**config.mk**
```make
export PLATFORM = sky130hd
export DESIGN_NAME = mem_port_arbiter
export DESIGN_NICKNAME = d
export VERILOG_FILES = /design/src/rtl/mips_pkg.sv /design/src/rtl/arb_prio_sel.sv /design/src/rtl/mem_port_arbiter.sv
export SDC_FILE = /design/constraint.sdc
export NUM_CORES = 1
export LEC_CHECK = 0
export ABC_CLOCK_PERIOD_IN_PS = 3150
export CAP_MARGIN = 20
export CORE_AREA = 2 2 122 124
export DETAILED_ROUTE_END_ITERATION = 10
export DIE_AREA = 0 0 124 126
export PLACE_DENSITY = 0.67
export SKIP_LAST_GASP = 1
export SLEW_MARGIN = 0
export SYNTH_ARGS = -nofsm -noshare
export SYNTH_HDL_FRONTEND = slang
export SYNTH_SLANG_ARGS = --single-unit
```
**constraint.sdc**
```tcl
create_clock -name clock -period 3.15 [get_ports clock]
set_input_delay 0.315 -clock clock [delete_from_list [all_inputs] [get_ports clock]]
set_output_delay 0.315 -clock clock [all_outputs]
set_load 0.02 [all_outputs]
```
**src/rtl/mips_pkg.sv**
```systemverilog
// Shared encodings for the memory-port arbiter: requester/owner tags,
// arbiter FSM states and the default widths of the unified memory path.
package mips_pkg;

    typedef enum logic [1:0] {
        OWN_NONE = 2'd0,
        OWN_IF   = 2'd1,
        OWN_DATA = 2'd2,
        OWN_DBG  = 2'd3
    } owner_t;

    typedef enum logic {
        ST_IDLE = 1'b0,
        ST_BUSY = 1'b1
    } state_t;

    localparam int DEF_AW        = 32;
    localparam int DEF_RAM_AW    = 10;
    localparam int DEF_DW        = 32;
    localparam int DEF_RD_LAT    = 1;
    localparam int DEF_IF_STARVE = 4;

    // Wide enough for read latencies 1..3
    localparam int LAT_W = 2;

endpackage

```
**src/rtl/arb_prio_sel.sv**
```systemverilog
// Combinational three-way priority select: data > fetch > debug, with an
// override input that lets a starved fetch jump ahead of data.
module arb_prio_sel
    import mips_pkg::*;
(
    input  logic   en_i,
    input  logic   if_first_i,
    input  logic   if_req_i,
    input  logic   d_req_i,
    input  logic   dbg_req_i,
    output logic   if_gnt_o,
    output logic   d_gnt_o,
    output logic   dbg_gnt_o,
    output owner_t winner_o
);

    always_comb begin
        if_gnt_o  = 1'b0;
        d_gnt_o   = 1'b0;
        dbg_gnt_o = 1'b0;
        winner_o  = OWN_NONE;
        if (en_i) begin
            if (if_req_i && (if_first_i || !d_req_i)) begin
                if_gnt_o = 1'b1;
                winner_o = OWN_IF;
            end else if (d_req_i) begin
                d_gnt_o  = 1'b1;
                winner_o = OWN_DATA;
            end else if (dbg_req_i) begin
                // Debug only ever takes a slot no pipeline requester wants
                dbg_gnt_o = 1'b1;
                winner_o  = OWN_DBG;
            end
        end
    end

endmodule

```
**src/rtl/mem_port_arbiter.sv**
```systemverilog
// Shares one single-port synchronous RAM between fetch, data and debug
// requesters; tracks the single in-flight read and returns it to its owner.
module mem_port_arbiter
    import mips_pkg::*;
#(
    parameter int AW        = DEF_AW,
    parameter int RAM_AW    = DEF_RAM_AW,
    parameter int DW        = DEF_DW,
    parameter int RD_LAT    = DEF_RD_LAT,
    parameter int IF_STARVE = DEF_IF_STARVE
)
(
    input  logic              clock,
    input  logic              reset,
    input  logic              if_req,
    input  logic [AW-1:0]     if_addr,
    output logic              if_gnt,
    output logic              if_rvalid,
    output logic [DW-1:0]     if_rdata,
    input  logic              d_req,
    input  logic              d_we,
    input  logic [AW-1:0]     d_addr,
    input  logic [DW-1:0]     d_wdata,
    output logic              d_gnt,
    output logic              d_rvalid,
    output logic [DW-1:0]     d_rdata,
    input  logic              dbg_req,
    input  logic [AW-1:0]     dbg_addr,
    output logic              dbg_gnt,
    output logic              dbg_rvalid,
    output logic [DW-1:0]     dbg_rdata,
    output logic              ram_en,
    output logic              ram_we,
    output logic [RAM_AW-1:0] ram_addr,
    output logic [DW-1:0]     ram_wdata,
    input  logic [DW-1:0]     ram_rdata,
    output logic              if_stall,
    output logic              d_stall
);

    localparam int SW = $clog2(IF_STARVE + 1);

    state_t            state_q, state_d;
    owner_t            own_q, own_d;
    owner_t            rv_own_q, rv_own_d;
    logic [LAT_W-1:0]  lat_q, lat_d;
    logic [SW-1:0]     starve_q, starve_d;
    logic [DW-1:0]     rdata_q, rdata_d;

    owner_t            winner;
    logic [AW-1:0]     sel_addr;
    logic              addr_unused;

    arb_prio_sel u_sel (
        .en_i       (reset && (state_q == ST_IDLE)),
        .if_first_i (starve_q == SW'(IF_STARVE)),
        .if_req_i   (if_req),
        .d_req_i    (d_req),
        .dbg_req_i  (dbg_req),
        .if_gnt_o   (if_gnt),
        .d_gnt_o    (d_gnt),
        .dbg_gnt_o  (dbg_gnt),
        .winner_o   (winner)
    );

    always_comb begin
        sel_addr = '0;
        case (winner)
            OWN_IF:   sel_addr = if_addr;
            OWN_DATA: sel_addr = d_addr;
            OWN_DBG:  sel_addr = dbg_addr;
            default:  sel_addr = '0;
        endcase
    end

    // Byte-lane bits and bits above the RAM depth are dropped: addresses wrap
    assign ram_addr    = sel_addr[RAM_AW+1:2];
    assign addr_unused = ^{sel_addr[AW-1:RAM_AW+2], sel_addr[1:0]};
    assign ram_en      = (winner != OWN_NONE);
    assign ram_we      = d_gnt && d_we;
    assign ram_wdata   = d_wdata;

    always_comb begin
        state_d  = state_q;
        own_d    = own_q;
        lat_d    = lat_q;
        rv_own_d = OWN_NONE;
        rdata_d  = rdata_q;
        starve_d = starve_q;
        case (state_q)
            ST_IDLE: begin
                if (ram_en && !ram_we) begin
                    own_d   = winner;
                    lat_d   = LAT_W'(RD_LAT);
                    state_d = ST_BUSY;
                end
            end
            ST_BUSY: begin
                lat_d = lat_q - LAT_W'(1);
                if (lat_q == LAT_W'(1)) begin
                    // RAM data is valid now; the return cycle itself is IDLE
                    state_d  = ST_IDLE;
                    rv_own_d = own_q;
                    rdata_d  = ram_rdata;
                end
            end
            default: state_d = ST_IDLE;
        endcase
        if (if_gnt) begin
            starve_d = '0;
        end else if (if_req && (starve_q != SW'(IF_STARVE))) begin
            starve_d = starve_q + SW'(1);
        end
    end

    always_ff @(posedge clock) begin
        if (!reset) begin
            state_q  <= ST_IDLE;
            own_q    <= OWN_NONE;
            rv_own_q <= OWN_NONE;
            lat_q    <= '0;
            starve_q <= '0;
            rdata_q  <= '0;
        end else begin
            state_q  <= state_d;
            own_q    <= own_d;
            rv_own_q <= rv_own_d;
            lat_q    <= lat_d;
            starve_q <= starve_d;
            rdata_q  <= rdata_d;
        end
    end

    assign if_rvalid  = (rv_own_q == OWN_IF);
    assign d_rvalid   = (rv_own_q == OWN_DATA);
    assign dbg_rvalid = (rv_own_q == OWN_DBG);
    assign if_rdata   = rdata_q;
    assign d_rdata    = rdata_q;
    assign dbg_rdata  = rdata_q;

    assign if_stall = (if_req && !if_gnt) || ((state_q == ST_BUSY) && (own_q == OWN_IF));
    assign d_stall  = (d_req && !d_gnt) || ((state_q == ST_BUSY) && (own_q == OWN_DATA));

endmodule

```
==> impl_metrics.env, run 1 <==
export IMPL_outcome="completed"
export IMPL_antennaDiodeCount=0
export IMPL_worst_clock_skew_ns=0.002754
export IMPL_yosys_cell_types_count=35
export IMPL_track_usage_pct=8.754
export IMPL_antenna_found_initial=0
export IMPL_cpMostUsedCell="clkdlybuf4s50_1"
export IMPL_path_buf_inv=4
export IMPL_synth_warnings=0
export IMPL_cp_data_arrival_time_ns=2.45
export IMPL_yosysTopAreaCellShare_pct=35.39
export IMPL_die_w_um=124
export IMPL_worstPathRequired_ns=2.83
export IMPL_cp_cell_sequence="clkdlybuf4s50_1 -> inv_2 -> o211a_1 -> a222oi_1 -> inv_1 -> clkdlybuf4s50_1"
export IMPL_cts_resized=0
export IMPL_core_area_um2=14310
export IMPL_nets=506
export IMPL_clkTransAtPathRegs_ns=0.06
export IMPL_die_y_um=126
export IMPL_endpoint_kind="output port"
export IMPL_finalSetupViolCount=0
export IMPL_grt_max_degree=33
export IMPL_synth_edff_count=0
export IMPL_synth_area_leaders="dfxtp_1, buf_4, a22o_1"
export IMPL_dr_pass1_iters=4
export IMPL_routed_via_density=3.944
export IMPL_dr_total_vias=2059
export IMPL_tns_ns=0
export IMPL_gp_congestion=0.7171
export IMPL_synth_mux_area_share_pct=0
export IMPL_synth_simple_area_share_pct=5.740
export IMPL_portBuffers=183
export IMPL_synthToLayoutAreaGrowth_pct=61.93
export IMPL_hold_class="reg -> reg"
export IMPL_vdd_drop_max_v=0.0001546
export IMPL_synth_top_area_cell="dfxtp_1"
export IMPL_worst_path_max_delay_cell="clkdlybuf4s50_1"
export IMPL_netlist_area_um2=2376
export IMPL_fin_crit_sh_pct=87.78
export IMPL_worst_path_max_fanout=14
export IMPL_postCtsHoldBufs=0
export IMPL_crit_type="in -> out"
export IMPL_ant_nets=0
export IMPL_hold_violations=0
export IMPL_post_cts_setup_buffers=0
export IMPL_synth_top_family_by_area="buffers and inverters"
export IMPL_async_reset_ff_share_pct=0
export IMPL_ys_seq_area_share_pct=35.39
export IMPL_fmax_ghz=0.3617
export IMPL_cts_sink_count=42
export IMPL_dpl_instance_area_um2=3696
export IMPL_mostFrequentLayoutCells="clkdlybuf4s50_1, dfxtp_1, a22o_1"
export IMPL_cts_buffer_depth=2
export IMPL_synth_compound_area_share_pct=20.85
export IMPL_syn_avg_cell_area_um2=9.466
export IMPL_boundaryPins=314
export IMPL_synth_fa_ha_area_share_pct=1.580
export IMPL_crit_path_start_kind="input port"
export IMPL_syn_nets=420
export IMPL_fp_row_count=44
export IMPL_crit_family="buffers and inverters"
export IMPL_wl_per_cell_um=13.71
export IMPL_slew_viol_final=0
export IMPL_initial_core_util_pct=16.60
export IMPL_dp_hpwl_um=5859
export IMPL_insertion_delay_ns=0.28
export IMPL_max_slew_margin_pct=60.14
export IMPL_synth_xor_area_share_pct=0.7372
export IMPL_fin_crit_ns=2.765
export IMPL_root_buffer="clkbuf_16"
export IMPL_drc=0
export IMPL_grt_pass1_wl_um=10330
export IMPL_drive_above_1_share_pct=5.621
export IMPL_overflow=0
export IMPL_tritoncts="yes"
export IMPL_final_common_cell="clkdlybuf4s50_1"
export IMPL_totalWireLength_um=7155
export IMPL_rsz0062_at_grt="no"
export IMPL_first_iter_violations=77
export IMPL_htreeDepth=2
export IMPL_post_route_util_pct=26.88
export IMPL_maxCapViolCount=0
export IMPL_power_leakage_nw=1.460
export IMPL_die_area_um2=15620
export IMPL_synth_main_ff_cell="dfxtp_1"
export IMPL_p_per_area_nw_per_um2=386.4
export IMPL_grt_pass1_vias=1965
export IMPL_final_cell_area_um2=3847
export IMPL_synth_seq_cells=42
export IMPL_synthesis_instances=251
export IMPL_tightest_slew_ns=0.5978
export IMPL_slowest_delay_ns=0.62
export IMPL_numCtsBuffers=5
==> final timing paths <==
kind	startpoint	to	slack [ns]	cells past startpoint
setup / recovery	if_req	ram_addr[1]	0.39	6
hold / removal	lat_q[1]	lat_q[1]	0.47	2
setup reg to reg	starve_q[0]	lat_q[0]	1.46	6
hold reg to reg	lat_q[1]	lat_q[1]	0.47	2
==> Yosys cell counts (all sizes together) (2+ instances only) <==
master,n
nor2,2
nand2,7
a21oi,3
a22o,32
nand3,3
o21ai,3
buf,105
o22ai,2
clkbuf,2
a222oi,10
ha,3
and2,4
inv,16
a21boi,2
and3,2
dfxtp,42
nor2b,3
==> tightest hold or removal path, stage by stage, from the launching register on <==
cell	delay (ns)
dfxtp_1	0.31
nand2_1	0.05
o21ai_0	0.06
==> state kept, by name (all words and copies together), names as in the netlist <==
register	count
d_rdata	32
starve_q	3
lat_q	2
own_q	2
rv_own_q	2
state_q	1
==> layout make-up <==
class,instances,area (um^2)
multi-input combinational,86,698.2
clock buffer,6,138.9
clock inverter,2,12.51
inverter,16,60.06
timing repair buffer,186,1867
sequential,42,840.8
tap,184,230.2
fill,1494,10470
==> stage by stage <==
step / hold WS [ns] / setup slack, ns / power (W) / cells
global route: 0.5247 / 0.2245 / 0.001567 / 522
CTS: 0.4836 / 0.3689 / 0.001522 / 522
floorplan: 0.4360 / 1.271 / 0.0008502 / 251
global placement: 0.4478 / 0.4136 / 0.0009775 / 514
detailed placement: 0.4750 / 0.3705 / 0.0009841 / 514
finish: 0.4717 / 0.3851 / 0.001487 / 522
==> where the power goes <==
part,internal [W],total [W],switching [W]
sequential,0.000557,0.000584,0.0000269
clock,0.000314,0.000519,0.000205
combinational,0.000214,0.000384,0.000170
==> metal layers <==
layer | vias up | track usage [%] | wire length [um]
met5 | - | 0 | 0
met4 | 0 | 4.362 | 229
met3 | 25 | 2.989 | 869
met2 | 160 | 17.26 | 3742
met1 | 929 | 7.576 | 2313
li1 | 945 | - | -
==> cells by family after synthesis <==
family,after synthesis
fa+ha+maj,3
buf+inv,123
flops,42
simple gates,23
xor+xnor,2
compound gates,58
Note: power is estimated with default switching activity, not from simulation.
==> inputs of run 2 (changes only) <==
--- a/config.mk
+++ b/config.mk
@@ -7,12 +7,13 @@
 export LEC_CHECK = 0
 export ABC_CLOCK_PERIOD_IN_PS = 3150
 export CAP_MARGIN = 20
-export CORE_AREA = 2 2 122 124
+export CORE_AREA = 2 2 123 125
 export DETAILED_ROUTE_END_ITERATION = 10
-export DIE_AREA = 0 0 124 126
+export DIE_AREA = 0 0 125 127
 export PLACE_DENSITY = 0.67
 export SKIP_LAST_GASP = 1
 export SLEW_MARGIN = 0
 export SYNTH_ARGS = -nofsm -noshare
 export SYNTH_HDL_FRONTEND = slang
+export SYNTH_HIERARCHICAL = 1
 export SYNTH_SLANG_ARGS = --single-unit
==> run 2 against run 1 <==
Synthesized area rose by 9.0%. Largest cell class unchanged. Largest power group is now clock. Power increased by 11%. Global-route usage shrank 0.20 points. Sequential share of layout area down 1.1 points. First-iteration DRC count is 13% lower. Highest routed layer unchanged. Clock-buffer cell count fell by 1.
==> impl_metrics.env, run 2 <==
export IMPL_outcome="completed"
export IMPL_reg2reg_to="own_q[1]"
export IMPL_yosysMostFrequentCell="buf_4"
export IMPL_finalSetupViolCount=0
export IMPL_tritoncts="yes"
export IMPL_rsz0062_at_grt="no"
export IMPL_power_leakage_nw=1.538
export IMPL_maxCapViolCount=0
export IMPL_dpl_instance_area_um2=3875
export IMPL_grt_pass1_wl_um=10980
export IMPL_cts_resized=1
export IMPL_antennaDiodeCount=0
export IMPL_synthesis_instances=263
export IMPL_netlist_area_um2=2590
export IMPL_max_slew_margin_pct=35.99
export IMPL_fin_crit_sh_pct=95.52
export IMPL_power_frac_seq_pct=35.7
export IMPL_p_per_area_nw_per_um2=407.2
export IMPL_clkTransAtPathRegs_ns=0.06
export IMPL_cp_data_arrival_time_ns=2.69
export IMPL_tns_ns=0
export IMPL_synth_area_leaders="dfxtp_1, buf_4, a22o_1"
export IMPL_tightest_slew_ns=0.9578
export IMPL_r2r_slack_ns=1.15
export IMPL_yosys_cell_types_count=35
export IMPL_cp_cell_sequence="inv_1 -> ha_1 -> and2_1 -> a21boi_2 -> o21a_2 -> buf_12 -> mux2_4 -> a22o_1 -> clkdlybuf4s50_1"
export IMPL_die_y_um=127
export IMPL_nets=519
export IMPL_dp_hpwl_um=5827
export IMPL_grt_pass1_vias=2106
export IMPL_dr_total_vias=2116
export IMPL_hold_class="reg -> reg"
export IMPL_final_cell_area_um2=4050
export IMPL_die_area_um2=15880
export IMPL_p_comb_share_pct=28.1
export IMPL_synth_common_cells="buf_4, a22o_1, dfxtp_1"
export IMPL_worst_path_max_delay_cell="clkdlybuf4s50_1"
export IMPL_gp_congestion=0.7759
export IMPL_worst_path_max_fanout=11
export IMPL_overflow=0
export IMPL_htreeDepth=2
export IMPL_synthToLayoutAreaGrowth_pct=56.38
export IMPL_post_route_util_pct=28.08
export IMPL_cts_sink_count=42
export IMPL_worst_clock_skew_ns=0.004943
export IMPL_pwr_share_clk_pct=36.2
export IMPL_internal_power_w=0.001196
export IMPL_largest_reg_flops=32
export IMPL_fin_ws_ns=0.1410
export IMPL_initial_core_util_pct=17.96
export IMPL_synth_main_ff_cell="dfxtp_1"
export IMPL_drive_above_1_share_pct=8.832
export IMPL_syn_nets=432
export IMPL_hold_violations=0
export IMPL_dr_pass1_iters=3
export IMPL_post_cts_setup_buffers=0
export IMPL_hold_depth=2
export IMPL_portBuffers=183
export IMPL_die_w_um=125
export IMPL_routed_via_density=3.955
export IMPL_yosysTopAreaCellShare_pct=32.46
export IMPL_vdd_drop_max_v=0.0002609
export IMPL_grt_max_degree=35
export IMPL_syn_avg_cell_area_um2=9.848
export IMPL_synth_top_area_cell="dfxtp_1"
export IMPL_slowest_delay_ns=0.55
export IMPL_antenna_found_initial=0
export IMPL_reg2regPathDepth=9
export IMPL_insertion_delay_ns=0.28
export IMPL_first_iter_violations=67
export IMPL_r2r_start="starve_q[0]"
export IMPL_min_to="own_q[0]"
export IMPL_ys_seq_area_share_pct=32.46
export IMPL_mostFrequentLayoutCells="clkdlybuf4s50_1, a22o_1, dfxtp_1"
export IMPL_wl_per_cell_um=13.51
export IMPL_hold_start="own_q[0]"
export IMPL_boundaryPins=314
export IMPL_postCtsHoldBufs=0
export IMPL_fp_row_count=44
export IMPL_sw_frac_of_total_pct=27.48
export IMPL_crit_type="reg -> out"
export IMPL_drc=0
export IMPL_slew_viol_final=0
export IMPL_async_reset_ff_share_pct=0
export IMPL_cts_buffer_depth=2
export IMPL_synth_warnings=6
export IMPL_numCtsBuffers=5
export IMPL_crit_path_start_kind="register"
export IMPL_final_common_cell="clkdlybuf4s50_1"
export IMPL_synth_edff_count=0
export IMPL_ant_nets=0
export IMPL_worstPathRequired_ns=2.83
export IMPL_root_buffer="clkbuf_16"
export IMPL_fmax_ghz=0.3323
export IMPL_track_usage_pct=8.553
export IMPL_endpoint_kind="output port"
export IMPL_core_area_um2=14420
export IMPL_totalWireLength_um=7228
export IMPL_power_net_switching_w=0.0004533
export IMPL_fin_crit_ns=3.009
export IMPL_pre_cts_ws_ns=0.2358
export IMPL_holdWs_ns=0.5037
export IMPL_synth_seq_cells=42
## run 2: routing by layer
metal | GRT usage [%] | wire length, um | vias up
met2 | 16.08 | 3652 | 159
met3 | 2.722 | 716 | 28
met4 | 3.268 | 191 | 0
li1 | - | - | 978
met1 | 8.867 | 2668 | 951
met5 | 0 | 0 | -
## run 2: cells by family (layout without fill, tap and decap cells)
| group | after synthesis | in the layout | share of synthesized area [%] |
|---|---|---|---|
| AND/OR/NAND/NOR | 33 | 33 | 7.054 |
| multiplexers | 13 | 13 | 6.667 |
| buffers and inverters | 115 | 203 | 32.95 |
| adder cells (fa/ha/maj) | 3 | 3 | 1.449 |
| AO/OA/AOI/OAI | 56 | 56 | 19.08 |
| flip-flops | 42 | 42 | 32.46 |
| XOR/XNOR | 1 | 1 | 0.3382 |
## run 2: cell type report
class	instances	area, um^2
sequential	42	840.8
timing repair buffer	188	1887
multi-input combinational	106	897.1
inverter	7	26.28
clock buffer	5	125.1
clock inverter	3	43.79
fill	1489	10370
tap	184	230.2
## run 2: power groups by stage
stage / registers [W] / logic, W / clock network [W]
floorplan: 0.000611 / 0.000312 / 0
global placement: 0.000598 / 0.000460 / 0
detailed placement: 0.000602 / 0.000467 / 0
CTS: 0.000590 / 0.000470 / 0.000631
global route: 0.000594 / 0.000490 / 0.000653
finish: 0.000589 / 0.000463 / 0.000597
## run 2: through the flow
stage	total power, W	cells
final	0.001649	535
after global routing	0.001737	535
after CTS	0.001690	535
after detailed placement	0.001069	527
after global placement	0.001058	527
after floorplan	0.0009227	263
## run 2: critical path: cells and delay by family (launching register included)
family                     cells  cell delay [ns]
buffers and inverters          3             0.77
AOI/OAI and AO/OA              3             0.55
DFF                            1             0.37
muxes                          1             0.30
adders and majority gates      1             0.22
and+or+nand+nor                1             0.20
## run 2: how the worst max path moves through the flow
stage,start,end,slack [ns]
global route,starve_q[0],ram_addr[5],0.001
floorplan,starve_q[0],ram_addr[0],1.0
global placement,if_req,ram_addr[8],0.26
finish,starve_q[0],ram_addr[9],0.14
detailed placement,if_req,ram_addr[8],0.24
CTS,starve_q[0],ram_addr[8],0.06
